## config.mk

```make
export PLATFORM = sky130hd
export DESIGN_NAME = vga_sync_monitor
export DESIGN_NICKNAME = d
export VERILOG_FILES = /design/src/rtl/vga_sync_monitor.sv
export SDC_FILE = /design/constraint.sdc
export NUM_CORES = 1
export LEC_CHECK = 0
export BUFFER_PORTS_ARGS = -buffer_cell sky130_fd_sc_hd__buf_2
export CORE_MARGIN = 2
export CORE_UTILIZATION = 50
export CTS_BUF_LIST = sky130_fd_sc_hd__clkbuf_8 sky130_fd_sc_hd__clkbuf_16
export CTS_CLUSTER_DIAMETER = 200
export CTS_CLUSTER_SIZE = 8
export DETAILED_ROUTE_END_ITERATION = 10
export MAX_ROUTING_LAYER = met4
export PLACE_DENSITY_LB_ADDON = 0.05
export SYNTH_ARGS = -nofsm -noshare
export SYNTH_HDL_FRONTEND = slang
export SYNTH_SLANG_ARGS = --single-unit
export TNS_END_PERCENT = 50
```

## constraint.sdc

```tcl
create_clock -name clk_100MHz -period 4.55 [get_ports clk_100MHz]
set_clock_uncertainty 0.05 [all_clocks]
set_input_delay 0.6825 -clock clk_100MHz [delete_from_list [all_inputs] [get_ports clk_100MHz]]
set_output_delay 0.6825 -clock clk_100MHz [all_outputs]
set_load 0.05 [all_outputs]
```

## src/rtl/vga_sync_monitor.sv

```systemverilog
// Receive-side VGA timing checker: recovers x/y from hsync/vsync, measures line and
// frame timing, declares lock, and reports a per-frame active-pixel checksum.
module vga_sync_monitor #(
  parameter int   H_DISPLAY   = 640,
  parameter int   H_SYNC      = 96,
  parameter int   H_BACK      = 48,
  parameter int   H_TOTAL     = 800,
  parameter int   V_DISPLAY   = 480,
  parameter int   V_SYNC      = 2,
  parameter int   V_BACK      = 33,
  parameter int   V_TOTAL     = 525,
  parameter logic SYNC_POL    = 1'b0,
  parameter int   LOCK_FRAMES = 2
) (
  input  logic        clk_100MHz,
  input  logic        reset,
  input  logic        p_tick,
  input  logic        hsync,
  input  logic        vsync,
  input  logic [11:0] rgb,
  output logic [9:0]  x,
  output logic [9:0]  y,
  output logic        pix_valid,
  output logic [11:0] pix_rgb,
  output logic        locked,
  output logic [10:0] h_period,
  output logic [10:0] v_lines,
  output logic [15:0] frame_sum,
  output logic        frame_done,
  output logic [7:0]  err_count
);

  typedef enum logic [1:0] {SEARCH, MEASURE, LOCKED} state_t;

  localparam logic [10:0] CNT_MAX  = 11'd2047;
  localparam logic [10:0] H_START  = 11'(H_SYNC + H_BACK);
  localparam logic [10:0] H_END    = 11'(H_SYNC + H_BACK + H_DISPLAY);
  localparam logic [10:0] V_START  = 11'(V_SYNC + V_BACK);
  localparam logic [10:0] V_END    = 11'(V_SYNC + V_BACK + V_DISPLAY);
  localparam logic [10:0] H_TOT_W  = 11'(H_TOTAL);
  localparam logic [10:0] V_TOT_W  = 11'(V_TOTAL);
  localparam logic [10:0] H_SYNC_W = 11'(H_SYNC);
  localparam logic [10:0] V_SYNC_W = 11'(V_SYNC);
  localparam logic [10:0] H_STALL  = 11'(2 * H_TOTAL);
  localparam logic [7:0]  LOCK_N   = 8'(LOCK_FRAMES);

  function automatic logic [10:0] sat_inc(input logic [10:0] v);
    return (v == CNT_MAX) ? v : v + 11'd1;
  endfunction

  state_t      state;
  logic        hs_prev, vs_prev;
  logic        h_armed, v_armed, frame_dirty;
  logic [10:0] hcnt, vcnt;
  logic [7:0]  clean_cnt;
  logic [15:0] run_sum;

  logic        hs_lead, hs_trail, vs_lead, vs_trail;
  logic [10:0] hcnt_nxt, vcnt_nxt, period_new, lines_new;
  logic        h_per_err, h_wid_err, v_len_err, v_wid_err, stall, any_err;
  logic        active, clean_frame;
  logic [2:0]  err_inc;
  logic [8:0]  err_sum;
  logic [15:0] sum_nxt;

  assign hs_lead  = (hsync == SYNC_POL) && (hs_prev != SYNC_POL);
  assign hs_trail = (hsync != SYNC_POL) && (hs_prev == SYNC_POL);
  assign vs_lead  = (vsync == SYNC_POL) && (vs_prev != SYNC_POL);
  assign vs_trail = (vsync != SYNC_POL) && (vs_prev == SYNC_POL);

  // The *_nxt counts are the position of the sample being taken this tick.
  assign period_new = sat_inc(hcnt);
  assign lines_new  = sat_inc(vcnt);
  assign hcnt_nxt   = hs_lead ? 11'd0 : sat_inc(hcnt);
  assign vcnt_nxt   = vs_lead ? 11'd0 : (hs_lead ? sat_inc(vcnt) : vcnt);

  assign h_per_err = hs_lead  && h_armed && (period_new != H_TOT_W);
  assign h_wid_err = hs_trail && h_armed && (hcnt_nxt   != H_SYNC_W);
  assign v_len_err = vs_lead  && v_armed && (lines_new  != V_TOT_W);
  assign v_wid_err = vs_trail && v_armed && (vcnt_nxt   != V_SYNC_W);
  // Fires once, on the tick the count first reaches the stall limit.
  assign stall     = !hs_lead && (hcnt != CNT_MAX) && (hcnt_nxt == H_STALL);
  assign any_err   = h_per_err | h_wid_err | v_len_err | v_wid_err | stall;
  assign err_inc   = 3'(h_per_err) + 3'(h_wid_err) + 3'(v_len_err) + 3'(v_wid_err) + 3'(stall);
  assign err_sum   = {1'b0, err_count} + {6'd0, err_inc};

  assign active = (hcnt_nxt >= H_START) && (hcnt_nxt < H_END) &&
                  (vcnt_nxt >= V_START) && (vcnt_nxt < V_END);
  assign sum_nxt = (vs_lead ? 16'd0 : run_sum) + (active ? {4'd0, rgb} : 16'd0);
  assign clean_frame = !frame_dirty && !any_err;

  // NOTE: every register below uses non-blocking assignment so all of them see the
  // same pre-edge values; a blocking write here would leak new state into later lines.
  always_ff @(posedge clk_100MHz or negedge reset) begin
    if (!reset) begin
      state       <= SEARCH;
      hs_prev     <= ~SYNC_POL;
      vs_prev     <= ~SYNC_POL;
      h_armed     <= 1'b0;
      v_armed     <= 1'b0;
      frame_dirty <= 1'b0;
      hcnt        <= '0;
      vcnt        <= '0;
      clean_cnt   <= '0;
      run_sum     <= '0;
      x           <= '0;
      y           <= '0;
      pix_valid   <= 1'b0;
      pix_rgb     <= '0;
      locked      <= 1'b0;
      h_period    <= '0;
      v_lines     <= '0;
      frame_sum   <= '0;
      frame_done  <= 1'b0;
      err_count   <= '0;
    end else begin
      frame_done <= 1'b0;
      if (p_tick) begin
        hs_prev     <= hsync;
        vs_prev     <= vsync;
        hcnt        <= hcnt_nxt;
        vcnt        <= vcnt_nxt;
        run_sum     <= sum_nxt;
        frame_dirty <= vs_lead ? 1'b0 : (frame_dirty | any_err);
        err_count   <= err_sum[8] ? 8'hFF : err_sum[7:0];
        pix_valid   <= active && locked;
        pix_rgb     <= rgb;
        x           <= 10'(hcnt_nxt - H_START);
        y           <= 10'(vcnt_nxt - V_START);

        if (hs_lead) begin
          h_period <= period_new;
          h_armed  <= 1'b1;
        end
        // The first vsync edge after reset or a stall only arms the frame measurement.
        if (vs_lead) begin
          if (v_armed) begin
            frame_sum  <= run_sum;
            v_lines    <= lines_new;
            frame_done <= 1'b1;
          end
          v_armed <= 1'b1;
        end
        // A stall invalidates both measurements in flight, so resynchronise from scratch.
        if (stall) begin
          h_armed <= 1'b0;
          v_armed <= 1'b0;
        end

        case (state)
          SEARCH: begin
            locked    <= 1'b0;
            clean_cnt <= '0;
            if (vs_lead) state <= MEASURE;
          end
          MEASURE: begin
            if (stall) begin
              state     <= SEARCH;
              clean_cnt <= '0;
            end else if (vs_lead) begin
              if (!clean_frame) begin
                clean_cnt <= '0;
              end else if (clean_cnt + 8'd1 >= LOCK_N) begin
                state     <= LOCKED;
                locked    <= 1'b1;
                clean_cnt <= '0;
              end else begin
                clean_cnt <= clean_cnt + 8'd1;
              end
            end else if (any_err) begin
              clean_cnt <= '0;
            end
          end
          LOCKED: begin
            if (any_err) begin
              state  <= SEARCH;
              locked <= 1'b0;
            end
          end
          default: begin
            state  <= SEARCH;
            locked <= 1'b0;
          end
        endcase
      end
    end
  end

endmodule

```

==> impl_metrics.env <==
export IMPL_max_slew_worst_pin_slew_ns=0.954
export IMPL_overflow=0
export IMPL_crit_path_top_delay_cell="or4_4"
export IMPL_criticalPathCategory="flip-flop to flip-flop"
export IMPL_yosysMostFrequentCell="dfrtp_1"
export IMPL_drc_errors=0
export IMPL_core_area_sq_um=15100
export IMPL_htreeDepth=4
export IMPL_cts_root_buf="clkbuf_16"
export IMPL_worst_ep_required_time_ns=4.80
export IMPL_synth_largest_area_cell="dfrtp_1"
export IMPL_irDropWorstVdd_v=0.000330
export IMPL_synth_common_cells="128 x dfrtp_1, 124 x nand2_1, 45 x o21ai_0, 41 x nor2_1, 40 x a21oi_1"
export IMPL_synth_area_sq_um=7650
export IMPL_clk_pin_slew_ns=0.06
export IMPL_final_area_sq_um=9770
export IMPL_fin_ws_ns=0.136
export IMPL_drive_gt1_frac=0.353
export IMPL_p_leak_nw=4.65
export IMPL_hold_ws_ns=0.342
export IMPL_yosysSeqAreaShare=0.425
export IMPL_vias=6635
export IMPL_hold_viol_final=0
export IMPL_synthFlopType="dfrtp_1"
export IMPL_clock_sinks=130
export IMPL_cts_buffers_inserted=17
export IMPL_grt_setup_unrepaired="yes"
export IMPL_hpwl_mm=14.5
export IMPL_slew_headroom=0.364
export IMPL_firstDrtPassIters=5
export IMPL_antenna_found_initial=0
export IMPL_status="complete, no violations"
export IMPL_ys_warn_count=0
export IMPL_track_usage=0.264
export IMPL_nets=1005
export IMPL_ys_types=87
export IMPL_maxCapViolations=0
export IMPL_grt_pass1_wl_mm=33.3
export IMPL_synth_edf_count=0
export IMPL_cts_tree="done"
export IMPL_clock_fmax_mhz=227
export IMPL_finalWirelength_mm=20.7
export IMPL_rows=45
export IMPL_finalCritPeriodShare=0.970
export IMPL_p_total_mw=4.21
export IMPL_hp_class="input port to async pin"
export IMPL_ant_nets=0
export IMPL_clk_latency_ns=0.42
export IMPL_layout_area_overhead_vs_synth_pct=27.6
export IMPL_power_density_nw_per_um2=431
export IMPL_detail_route_wl_per_cell_um=17.9
export IMPL_crit_family="simple AND/OR/NAND/NOR gates"
export IMPL_cp_start_kind="flip-flop"
export IMPL_setup_violations=0
export IMPL_grt_max_degree=73
export IMPL_avgSynthCellArea_sq_um=9.59
export IMPL_synth_async_sr_flop_share=1.00
export IMPL_finalCriticalPeriod_ns=4.41
export IMPL_finalMaxSlewViolations=0
export IMPL_dr_max_layer_used="met4"
export IMPL_cp_end_kind="flip-flop"
export IMPL_cp_max_fo=7
export IMPL_slowest_delay_ns=0.54
export IMPL_path_cells="and3_2, a211oi_2, nor2_2, or4_4, nand4_1, o211ai_1, a211oi_4, buf_12, and2_4, ha_4, inv_2, fa_2, nor2b_2, o21ai_2, a21boi_2, o21ai_2, a21o_1, a21o_1, nand3_1, or3b_4"
export IMPL_ys_top_cells_by_area="dfrtp_1 42%, nand2_1 6.1%, mux2_2 5.6%"
export IMPL_dr_wl_met3_um=905
export IMPL_met1_length_mm=9.63
export IMPL_drt_first_iter_violations=581
export IMPL_antenna_cells=0
export IMPL_grt_pass1_vias=6579
export IMPL_cp_arrival_ns=4.66
export IMPL_start_util=0.507
export IMPL_syn_inst=798
export IMPL_synth_top_cell_area_share=0.419
export IMPL_route_met2_wl_mm=9.83
export IMPL_synth_seq_cells=130
export IMPL_die_y_um=128
export IMPL_gp_congestion=0.976
export IMPL_cp_num_buf_inv=2
export IMPL_ctsLongestPathBuffers=2
export IMPL_die_area_sq_um=16300
export IMPL_pre_cts_ws_ns=-0.247
export IMPL_port_buffers=97
export IMPL_vias_per_cell=5.72
export IMPL_placedInstanceArea_sq_um=8790
export IMPL_fp_dieW_um=128
export IMPL_synth_nets=845
export IMPL_ioPinCount=98
layout make-up:
| cell class | instances | area [sq um] |
|---|---|---|
| fill | 1243 | 5320 |
| multi-input combinational | 594 | 4330 |
| sequential | 130 | 3260 |
| timing repair buffer | 192 | 1220 |
| clock buffer | 18 | 439 |
| tap | 188 | 235 |
| clock inverter | 14 | 200 |
| inverter | 23 | 86.3 |
cells by family (layout without fill, tap and decap cells):
logic type               after synthesis  count (layout)  synth area share
AND/OR/NAND/NOR                      309             310             0.207
flip-flops                           130             130             0.425
adder cells (fa/ha/maj)               30              30            0.0530
multiplexers                          45              45            0.0657
AO/OA/AOI/OAI                        179             179             0.166
buffers and inverters                 75             247            0.0492
XOR/XNOR                              30              30            0.0343
cell usage in the layout, fill, tap and decap left out, types with 6 or more instances in the layout:
master and instances:
a21o_1 6, a21oi_1 37, and2_1 30, and3_1 12, buf_2 96, buf_4 94
clkbuf_16 17, dfrtp_1 124, ha_1 19, inv_1 21, mux2_2 38, mux2i_1 6
nand2_1 123, nand2b_1 8, nand3_1 25, nand4_1 8, nor2_1 40, nor3_1 11
o211ai_1 7, o21ai_0 42, xnor2_1 23, xor2_1 7
routing by layer:
metal	vias up	GRT usage
met3	30	0.0447
met1	3249	0.350
li1	3161	-
met5	-	-
met4	0	0.0879
met2	195	0.416
flip-flops by register name (all words and copies together) (netlist names):
signal	cells
h_period	11
h_armed	1
v_lines	11
vs_prev	1
pix_rgb	12
state	2
frame_done	1
y	10
hcnt	7
frame_sum	16
err_count	8
vcnt	11
run_sum	16
frame_dirty	1
locked	1
hs_prev	1
x	10
v_armed	1
pix_valid	1
clean_cnt	8
final timing paths:
path                                  start           to  slack [ns]  cells past startpoint
worst max register to register      hcnt[8]  run_sum[14]        0.14                     20
worst min register to register  h_period[6]  h_period[6]        0.42                      2
worst max-delay path                hcnt[8]  run_sum[14]        0.14                     20
worst min-delay path                  reset  h_period[3]        0.34                      1
min in group clk_100MHz         h_period[6]  h_period[6]        0.42                      2
max in group asynchronous             reset      vs_prev        3.11                      2
where the power goes:
part           switching [mW]  internal (mW)
sequential              0.109           1.29
combinational           0.866          0.441
clock                   0.563          0.940
stage by stage:
step,std cells,utilization,TNS [ns]
after floorplan,798,-,-0.0241
after global placement,1117,0.582,-0.306
after detailed placement,1117,0.582,-1.19
after CTS,1149,0.626,-0.0434
after global routing,1159,0.647,-0.0854
final,1159,0.647,0
timing repair:
action                                  4_1_cts  5_1_grt
buffers inserted                              0        9
cloned                                        0        1
endpoints found under the setup margin       10       16
gates resized for setup                       3       49
hold endpoints to repair                      0        0
hold buffers                                  0        0
pin swaps                                     1       25
Note: power is estimated with default switching activity, not from simulation.
